<file path="config.mk">
export PLATFORM = sky130hd
export DESIGN_NAME = char_buffer_write_arbiter
export DESIGN_NICKNAME = d
export VERILOG_FILES = /design/src/rtl/char_buffer_write_arbiter.sv
export SDC_FILE = /design/constraint.sdc
export NUM_CORES = 1
export LEC_CHECK = 0
export ABC_AREA = 1
export BUFFER_PORTS_ARGS = -buffer_cell sky130_fd_sc_hd__buf_4
export CELL_PAD_IN_SITES_DETAIL_PLACEMENT = 1
export CELL_PAD_IN_SITES_GLOBAL_PLACEMENT = 1
export CORE_UTILIZATION = 35
export DETAILED_ROUTE_END_ITERATION = 8
export GPL_TIMING_DRIVEN = 0
export PLACE_DENSITY_LB_ADDON = 0.1
export RECOVER_POWER = 25
export SKIP_CTS_REPAIR_TIMING = 1
export SLEW_MARGIN = 20
export SYNTH_ARGS = -nofsm -noshare
export SYNTH_HDL_FRONTEND = slang
export SYNTH_SLANG_ARGS = --single-unit
</file>
<file path="constraint.sdc">
create_clock -name clk -period 4.1 [get_ports clk]
set_input_delay 0.41 -clock clk [delete_from_list [all_inputs] [get_ports clk]]
set_output_delay 0.41 -clock clk [all_outputs]
set_load 0.005 [all_outputs]
</file>
<file path="src/rtl/char_buffer_write_arbiter.sv">
// char_buffer_write_arbiter
//   Owns the single char_buffer write port. Shares it between command_handler
//   single-character writes (strict priority, never delayed) and an internal
//   fill sequencer that writes one character to a run of consecutive cells.
//   Fill addresses wrap modulo BUF_SIZE to follow the circular scroll scheme.
//   All outputs to char_buffer are registered: a write granted in cycle N is
//   presented in cycle N+1.
//
// Ports
//   clk, reset        system clock, synchronous active-high reset
//   cmd_char/address  single-character write from command_handler
//   cmd_wen           single-cycle write request, always granted
//   fill_start        pulse: begin a run (ignored while a run is active)
//   fill_address      first cell of the run (< BUF_SIZE)
//   fill_count        number of cells; 0 = no run, clamped to BUF_SIZE
//   fill_char         character written to every cell of the run
//   fill_abort        terminate the active run
//   fill_busy         a run is in progress
//   fill_done         one-cycle pulse after a run finishes or is aborted
//   new_char*         char_buffer din / waddr / wen
//
// state   | meaning
// --------+-----------------------------------------------------------
// ST_IDLE | no run active; only command writes reach the buffer
// ST_FILL | run active; fill writes in every cycle without cmd_wen

module char_buffer_write_arbiter #(
  parameter int ADDR_BITS = 11,
  parameter int BUF_SIZE  = 2000
) (
  input  logic                 clk,
  input  logic                 reset,
  input  logic [7:0]           cmd_char,
  input  logic [ADDR_BITS-1:0] cmd_address,
  input  logic                 cmd_wen,
  input  logic                 fill_start,
  input  logic [ADDR_BITS-1:0] fill_address,
  input  logic [ADDR_BITS:0]   fill_count,
  input  logic [7:0]           fill_char,
  input  logic                 fill_abort,
  output logic                 fill_busy,
  output logic                 fill_done,
  output logic [7:0]           new_char,
  output logic [ADDR_BITS-1:0] new_char_address,
  output logic                 new_char_wen
);

  typedef enum logic {
    ST_IDLE = 1'b0,
    ST_FILL = 1'b1
  } state_t;

  localparam logic [ADDR_BITS:0]   REMAIN_MAX = (ADDR_BITS+1)'(BUF_SIZE);
  localparam logic [ADDR_BITS:0]   REMAIN_ONE = (ADDR_BITS+1)'(1);
  localparam logic [ADDR_BITS-1:0] ADDR_LAST  = ADDR_BITS'(BUF_SIZE - 1);
  localparam logic [ADDR_BITS-1:0] ADDR_ONE   = ADDR_BITS'(1);

  state_t               state_q, state_d;
  logic [ADDR_BITS-1:0] addr_q, addr_d;
  logic [ADDR_BITS:0]   remain_q, remain_d;
  logic [7:0]           char_q, char_d;
  logic [7:0]           new_char_q, new_char_d;
  logic [ADDR_BITS-1:0] new_char_address_q, new_char_address_d;
  logic                 new_char_wen_q, new_char_wen_d;
  logic                 fill_done_q, fill_done_d;
  logic                 fill_grant;

  always_comb begin
    state_d            = state_q;
    addr_d             = addr_q;
    remain_d           = remain_q;
    char_d             = char_q;
    fill_done_d        = 1'b0;
    fill_grant         = 1'b0;

    case (state_q)
      ST_IDLE: begin
        // A zero-length start is a no-op: no writes and no done pulse.
        if (fill_start && (fill_count != '0)) begin
          state_d  = ST_FILL;
          addr_d   = fill_address;
          remain_d = (fill_count > REMAIN_MAX) ? REMAIN_MAX : fill_count;
          char_d   = fill_char;
        end
      end
      ST_FILL: begin
        if (fill_abort) begin
          state_d     = ST_IDLE;
          fill_done_d = 1'b1;
        end else if (!cmd_wen) begin
          // cmd_wen steals the port; the run simply stalls that cycle.
          fill_grant = 1'b1;
          addr_d     = (addr_q == ADDR_LAST) ? '0 : addr_q + ADDR_ONE;
          remain_d   = remain_q - REMAIN_ONE;
          if (remain_q == REMAIN_ONE) begin
            state_d     = ST_IDLE;
            fill_done_d = 1'b1;
          end
        end
      end
      default: state_d = ST_IDLE;
    endcase

    // Without a grant the data/address registers hold their last values.
    new_char_wen_d     = cmd_wen | fill_grant;
    new_char_d         = new_char_q;
    new_char_address_d = new_char_address_q;
    if (cmd_wen) begin
      new_char_d         = cmd_char;
      new_char_address_d = cmd_address;
    end else if (fill_grant) begin
      new_char_d         = char_q;
      new_char_address_d = addr_q;
    end
  end

  always_ff @(posedge clk) begin
    if (reset) begin
      state_q            <= ST_IDLE;
      addr_q             <= '0;
      remain_q           <= '0;
      char_q             <= '0;
      new_char_q         <= '0;
      new_char_address_q <= '0;
      new_char_wen_q     <= 1'b0;
      fill_done_q        <= 1'b0;
    end else begin
      state_q            <= state_d;
      addr_q             <= addr_d;
      remain_q           <= remain_d;
      char_q             <= char_d;
      new_char_q         <= new_char_d;
      new_char_address_q <= new_char_address_d;
      new_char_wen_q     <= new_char_wen_d;
      fill_done_q        <= fill_done_d;
    end
  end

  assign fill_busy        = (state_q == ST_FILL);
  assign fill_done        = fill_done_q;
  assign new_char         = new_char_q;
  assign new_char_address = new_char_address_q;
  assign new_char_wen     = new_char_wen_q;

endmodule

</file>
==> run_results.csv, run 1 <==
group,metric,value,unit
timing,slew_violations,0,
detailed_routing,wl_per_cell,14.2,um
detailed_routing,vias,3318,
clocking,clk_pin_slew,0.11,ns
detailed_routing,drtPass1Iterations,4,
cells_and_area,area_growth,26.8,%
timing,rsz0062_at_grt,"false",
cells_and_area,finish.utilization,0.457,
worst_setup_path,r2r_slack,2.01,ns
grt,grt_first_pass_wirelength,15400,um
worst_setup_path,crit_slowest_cell,"dfxtp_1",
timing,worst_pin_slew,0.657,ns
floorplan,die_h,94.0,um
worst_setup_path,critPathLaunch,"addr_q[0]",
detailed_routing,via_per_inst,5.00,
logic_synthesis,synth_xor_area_frac,0.00591,
floorplan,rows,33,
logic_synthesis,yosys.area_share.simple,0.420,
cells_and_area,fin_nets,615,
place,post-place-cells,655,
timing,fin_skew,0.0108,ns
logic_synthesis,ys_types,32,
power_and_ir_drop,cellPowerDensity,331,mW/mm2
worst_setup_path,crit_chain,"ha_1 > nand2_1 > nor2_1 > nand3_1 > nand4_1 > nor2_1 > nor2_1 > nor2_1",
logic_synthesis,synthesis.area,0.00296,mm2
grt,grt_pass1_vias,3207,
detailed_routing,ant_nets,0,
clocking,cts.sinks,53,
worst_setup_path,rr_endpoint,"addr_q[6]",
worst_setup_path,cp-start-kind,"register",
worst_hold_path,min_path_type,"in -> reg",
timing,fin_crit,2.09,ns
worst_setup_path,cp_common_cell,"nor2_1",
detailed_routing,post-route-drc-count,0,
floorplan,fp.dieArea,0.00884,mm2
logic_synthesis,synth_mux_area_frac,0,
worst_setup_path,setup.worst_path.end,"addr_q[6]",
clocking,h-tree-depth,2,
flow_run,timing.max_cap.violations,0,
worst_setup_path,critPathRequiredTime,4.30,ns
timing,setup_violations,0,
logic_synthesis,synth_top_family_by_area,"simple AND/OR/NAND/NOR gates",
grt,antenna_found_initial,0,
timing,final.setup.tns,0,ns
logic_synthesis,syn-instance-count,475,
timing,finalWorstSetupSlack,2.01,ns
logic_synthesis,synth_adder_area_share,0.0127,
logic_synthesis,synth-seq-area-share,0.358,
place,io_buffers,75,
worst_setup_path,r2r_cells,8,
logic_synthesis,synth_warnings,0,
timing,timing.fmax,479,MHz
worst_setup_path,r2r_start,"addr_q[0]",
worst_setup_path,cp_max_fo,8,
worst_setup_path,crit_type,"reg -> reg",
clocking,clk_path_buf_depth,2,
cells_and_area,drive_gt1_frac,0.192,
place,dp_slack,2.04,ns
cells_and_area,finalNonFillerCells,663,
timing,hold_viol_final,0,
power_and_ir_drop,p_leak,1.71,nW
outcome,outcome,"finished, final reports clean",
logic_synthesis,syn_area_per_cell,6.24,um2
timing,min_period_over_period,0.510,
cells_and_area,diodes,0,
floorplan,coreArea,0.00822,mm2
place,place.gp.congestion,0.803,
clocking,root_buffer,"clkbuf_8",
logic_synthesis,synth_ff_type,"dfxtp_1",
floorplan,start_util,0.361,
grt,grtUsageTotal,0.225,
floorplan,ioPinCount,77,
logic_synthesis,synth-async-reset-ratio,0,
detailed_routing,drt_iter0_drc,103,
logic_synthesis,synth_compound_area_frac,0.123,
timing,relSlewSlack,0.562,
detailed_routing,drt_wl_total,9390,um
clocking,clock_latency,0.31,ns
grt,grt_overflow,0,
logic_synthesis,synth-edff-count,0,
grt,grt_max_degree,17,
logic_synthesis,yosys_register_bits,53,
power_and_ir_drop,vdd_drop_max,0.134,mV
place,dp_hpwl,7310,um
clocking,cts_buffers,5,
worst_setup_path,critical_path_arrival,2.29,ns
clocking,cts_tree,"built",
worst_setup_path,cp-end-kind,"register",
floorplan,die_w,94.0,um
worst_setup_path,critPathMaxStageDelay,0.54,ns
logic_synthesis,syn_nets,533,
==> cell usage in the layout, fill, tap and decap left out, types with 2 or more instances in the layout <==
cell type,synthesis,final
a21oi_1,17,17
a31oi_1,16,16
buf_2,7,7
buf_4,1,58
buf_6,2,2
clkbuf_1,8,12
clkbuf_4,0,15
clkbuf_8,0,5
dfxtp_1,53,53
ha_1,3,3
inv_1,33,33
inv_2,2,2
nand2_1,158,158
nand2_2,3,3
nand3_1,39,39
nand4_1,6,6
nor2_1,81,81
nor2_2,3,3
o21ai_0,21,21
o21bai_1,2,2
o221ai_1,2,2
or2_2,5,5
xnor2_1,2,2
==> per-stage QoR <==
stage	cell area, um2	hold WS (ns)	power, mW
CTS	3770	0.340	1.26
global route	3760	0.362	1.32
floorplan	2960	0.455	0.764
global placement	3660	0.456	0.879
finish	3760	0.342	1.24
detailed placement	3660	0.459	0.889
==> kinds of logic (layout without fill, tap and decap cells) <==
group / Yosys count / in the layout
buffers and inverters: 55 / 138
adder cells (fa/ha/maj): 3 / 3
XOR/XNOR: 2 / 2
AO/OA/AOI/OAI: 62 / 62
AND/OR/NAND/NOR: 300 / 300
flip-flops: 53 / 53
==> synth_stat cells (2+ instances only) <==
library cell	number	area, um2
nand2_1	158	593
nor2_1	81	304
dfxtp_1	53	1060
nand3_1	39	195
inv_1	33	124
o21ai_0	21	105
a21oi_1	17	85.1
a31oi_1	16	100
clkbuf_1	8	30.0
buf_2	7	35.0
nand4_1	6	37.5
or2_2	5	31.3
ha_1	3	37.5
nand2_2	3	18.8
nor2_2	3	18.8
buf_6	2	22.5
inv_2	2	7.51
o21bai_1	2	15.0
o221ai_1	2	17.5
xnor2_1	2	17.5
==> worst min path at each step <==
| stage | to | cells past startpoint | slack [ns] | start |
|---|---|---|---|---|
| global placement | new_char_address[3] | 2 | 0.46 | new_char_address[3] |
| detailed placement | new_char_address[3] | 2 | 0.46 | new_char_address[3] |
| global route | new_char[6] | 3 | 0.36 | cmd_char[6] |
| floorplan | char_q[0] | 2 | 0.46 | char_q[0] |
| finish | char_q[6] | 3 | 0.34 | fill_char[6] |
| CTS | char_q[6] | 3 | 0.34 | fill_char[6] |
==> worst max-delay path: cells and delay by family (launching register included) <==
kind                       cells  cell delay (ns)
and+or+nand+nor                7             1.11
DFF                            1             0.54
adders and majority gates      1             0.32
==> area by class of cell <==
type | instances | area (um2)
fillers | 1155 | 4460
multi-input cells | 367 | 1670
flip-flops and latches | 53 | 1060
repair buffers | 75 | 552
inverters | 36 | 138
well taps | 105 | 131
plain buffers | 19 | 98.8
clock buffers | 6 | 72.6
clock inverters | 2 | 38.8
==> power by group <==
part	switching, mW	total, mW	internal (mW)
Combinational	0.161	0.285	0.124
Sequential	0.0331	0.586	0.553
Clock	0.187	0.371	0.184
Total	0.381	1.24	0.861
==> per-layer routing <==
layer | part of all wire | wire [um] | GRT usage
met1 | 0.45 | 4250 | 0.293
met2 | 0.49 | 4570 | 0.391
met3 | 0.045 | 419 | 0.0283
met4 | 0.016 | 151 | 0.0551
met5 | 0 | 0 | 0
==> sequential cells by signal, indices dropped and copies added, names as in the netlist <==
| signal | cells |
|---|---|
| char_q | 8 |
| new_char_wen | 1 |
| new_char | 8 |
| new_char_address | 11 |
| fill_busy | 1 |
| addr_q | 11 |
| fill_done | 1 |
| remain_q | 12 |
Note: power is estimated with default switching activity, not from simulation.
==> inputs of run 2 (changes only) <==
--- a/config.mk
+++ b/config.mk
@@ -5,11 +5,11 @@
 export SDC_FILE = /design/constraint.sdc
 export NUM_CORES = 1
 export LEC_CHECK = 0
-export ABC_AREA = 1
+export ABC_AREA = 0
 export BUFFER_PORTS_ARGS = -buffer_cell sky130_fd_sc_hd__buf_4
 export CELL_PAD_IN_SITES_DETAIL_PLACEMENT = 1
 export CELL_PAD_IN_SITES_GLOBAL_PLACEMENT = 1
-export CORE_UTILIZATION = 35
+export CORE_UTILIZATION = 34
 export DETAILED_ROUTE_END_ITERATION = 8
 export GPL_TIMING_DRIVEN = 0
 export PLACE_DENSITY_LB_ADDON = 0.1
==> constraint.sdc (replaced) <==
create_clock -name clk -period 1.8 [get_ports clk]
set_input_delay 0.18 -clock clk [delete_from_list [all_inputs] [get_ports clk]]
set_output_delay 0.18 -clock clk [all_outputs]
set_load 0.005 [all_outputs]
==> run 2 against run 1 <==
  * Sequential share of layout area grew 0.37 points
  * Wire length rose by 0.29%
  * Worst setup slack worse by 2.0 ns
  * Critical path depth shrank 2
  * Via count is 11% lower
  * Worst hold slack got worse by 0.26 ns
  * Non-clock buffer count grew 8
  * Cell count is 18% lower
  * Register-to-register slack worse by 2.0 ns
  * Largest cell class unchanged
  * Fmax is 18% higher
  * Synthesized cell count shrank 26%
==> run_results.csv, run 2 <==
group,metric,value,unit
outcome,outcome,"finished, final reports clean",
worst_setup_path,cp-end-kind,"register",
power_and_ir_drop,vdd_drop_max,0.333,mV
logic_synthesis,yosysMostFrequentCell,"nor2_1",
grt,grt_use_met2,0.375,
logic_synthesis,yosys-top-cells-count,"55 x nor2_1, 53 x dfxtp_1, 44 x a21oi_1, 36 x nand2_1, 20 x mux2i_1",
cells_and_area,area_growth,35.8,%
logic_synthesis,yosys_register_bits,53,
logic_synthesis,synth-edff-count,0,
worst_setup_path,crit_buf_inv,1,
worst_hold_path,min_path_type,"in -> reg",
logic_synthesis,synthesis.area,0.00278,mm2
cells_and_area,diodes,0,
timing,final.setup.tns,0,ns
clocking,cts.sinks,53,
grt,top_usage_layer,"met2",
detailed_routing,wl_per_cell,17.4,um
logic_synthesis,synth_top_area_frac,0.382,
worst_setup_path,crit_chain,"or3_1 > buf_6 > nor3_4 > nand2_1 > or3_4 > a211oi_2",
logic_synthesis,ys_types,51,
worst_setup_path,critPathRequiredTime,2.04,ns
cells_and_area,n_fill_cell,987,
worst_setup_path,critPathMaxStageDelay,0.38,ns
floorplan,die_h,92.3,um
power_and_ir_drop,p_leak,1.62,nW
clocking,clk_pin_slew,0.11,ns
floorplan,coreArea,0.00781,mm2
clocking,clk_path_buf_depth,2,
detailed_routing,via_per_inst,5.45,
floorplan,ioPinCount,77,
logic_synthesis,syn_area_per_cell,7.88,um2
timing,timing.fmax,564,MHz
place,dp_slack,-0.403,ns
grt,grtUsageMet3,0.0296,
clocking,clock_latency,0.31,ns
timing,whs,0.0859,ns
floorplan,fp.dieArea,0.00853,mm2
worst_setup_path,crit_type,"reg -> reg",
cells_and_area,largest_register_ffs,12,
power_and_ir_drop,p_comb_frac,0.241,
floorplan,die_w,92.3,um
power_and_ir_drop,switchingPower,0.879,mW
flow_run,timing.max_cap.violations,0,
logic_synthesis,synth-async-reset-ratio,0,
floorplan,start_util,0.355,
timing,hold_viol_final,0,
detailed_routing,drt_iter0_drc,96,
place,dp_hpwl,6800,um
grt,grt_first_pass_wirelength,15000,um
detailed_routing,ant_nets,0,
grt,antenna_found_initial,0,
worst_setup_path,path_delay_family,"simple AND/OR/NAND/NOR gates",
cells_and_area,top_register,"remain_q",
logic_synthesis,synth_warnings,0,
grt,met1_usage,0.308,
logic_synthesis,synth.area.top_cells,"dfxtp_1 38%, a21oi_1 7.9%, nor2_1 7.4%",
place,place.gp.congestion,0.835,
place,io_buffers,75,
floorplan,rows,32,
cells_and_area,final_common_cell,"buf_4",
worst_setup_path,cp_max_fo,6,
logic_synthesis,yosys.area.top_type,"dfxtp_1",
power_and_ir_drop,p_int,2.01,mW
timing,worst_pin_slew,0.707,ns
timing,finalWorstSetupSlack,0.0261,ns
detailed_routing,drtPass1Iterations,4,
timing,slew_violations,0,
worst_setup_path,cp-start-kind,"register",
clocking,cts_tree,"built",
cells_and_area,drive_gt1_frac,0.294,
logic_synthesis,synth-seq-area-share,0.382,
power_and_ir_drop,power_frac_seq,0.467,
logic_synthesis,syn_nets,410,
timing,min_period_over_period,0.985,
timing,fin_crit,1.77,ns
worst_setup_path,critical_path_arrival,2.01,ns
grt,grtUsageTotal,0.224,
logic_synthesis,synth_ff_type,"dfxtp_1",
grt,grt_max_degree,18,
clocking,root_buffer,"clkbuf_8",
timing,setup_violations,0,
grt,grt_pass1_vias,2958,
detailed_routing,drt_wl_total,9420,um
cells_and_area,fin_nets,496,
grt,grt_overflow,0,
power_and_ir_drop,netSwitchingFraction,0.304,
worst_setup_path,crit_slowest_cell,"dfxtp_4",
clocking,h-tree-depth,2,
detailed_routing,vias,2949,
timing,fin_skew,0.0135,ns
power_and_ir_drop,p_total,2.89,mW
timing,relSlewSlack,0.529,
clocking,cts_buffers,5,
power_and_ir_drop,power_frac_clock,0.292,
detailed_routing,post-route-drc-count,0,
power_and_ir_drop,cellPowerDensity,768,mW/mm2
cells_and_area,final_cell_mix,"64 x buf_4, 54 x nor2_1, 46 x dfxtp_1, 43 x a21oi_1, 36 x nand2_1",
logic_synthesis,syn-instance-count,352,
==> run 2: cell count changes after synthesis, sizes merged, moves of 11 or more <==
cell   delta
o21ai    -11
mux2i    +20
inv      -23
nor2     -30
nand2   -125
nand3    -31
a21oi    +26
==> run 2: power by group through the flow <==
stage / Combinational (mW) / Sequential (mW) / Clock [mW]
2_1_floorplan: 0.372 / 1.34 / 0
3_3_place_gp: 0.620 / 1.36 / 0
3_5_place_dp: 0.632 / 1.36 / 0
4_1_cts: 0.636 / 1.34 / 0.860
5_1_grt: 0.761 / 1.36 / 0.906
6_report: 0.696 / 1.35 / 0.846
==> run 2: path summary, 6_finish.rpt <==
| check | from | to | slack [ns] | cells after the start |
|---|---|---|---|---|
| max reg2reg | remain_q[4] | remain_q[11] | 0.03 | 6 |
| min reg2reg | char_q[2] | char_q[2] | 0.46 | 2 |
| max | remain_q[4] | remain_q[11] | 0.03 | 6 |
| min | cmd_char[6] | new_char[6] | 0.09 | 3 |
==> run 2: metrics by stage <==
step | instance area (um2) | utilization | instances
final | 3770 | 0.483 | 541
after global routing | 3770 | 0.483 | 541
after CTS | 3580 | 0.458 | 537
after detailed placement | 3470 | 0.444 | 529
after global placement | 3470 | 0.444 | 529
after floorplan | 2780 | - | 352
==> run 2: final cells by class <==
class,instances,area [um2],share of cell area
multi-input combinational,263,1690,0.449
timing repair buffer,81,604,0.160
inverter,13,48.8,0.0130
clock inverter,3,43.8,0.0116
clock buffer,5,68.8,0.0183
sequential,53,1080,0.286
tap,102,128,0.0339
buffer,21,104,0.0276
==> run 2: tightest hold or removal path, delay by kind of cell <==
family | cells | cell delay, ns
AOI/OAI and AO/OA | 1 | 0.05
buffers and inverters | 1 | 0.08
and+or+nand+nor | 1 | 0.07
==> run 2: cells by family (layout without fill, tap and decap cells) <==
kind of cell / Yosys count / after routing / share of synthesized area
mux: 21 / 21 / 0.0762
fa+ha+maj: 3 / 3 / 0.0135
flops: 53 / 53 / 0.382
xor+xnor: 2 / 2 / 0.00631
buf+inv: 36 / 123 / 0.0555
compound gates: 97 / 97 / 0.223
simple gates: 140 / 140 / 0.243
==> run 2: routing by layer <==
| metal | part of all wire | vias up |
|---|---|---|
| li1 | - | 1430 |
| met1 | 0.46 | 1424 |
| met2 | 0.47 | 87 |
| met3 | 0.062 | 8 |
| met4 | 0.0074 | 0 |
| met5 | 0 | - |
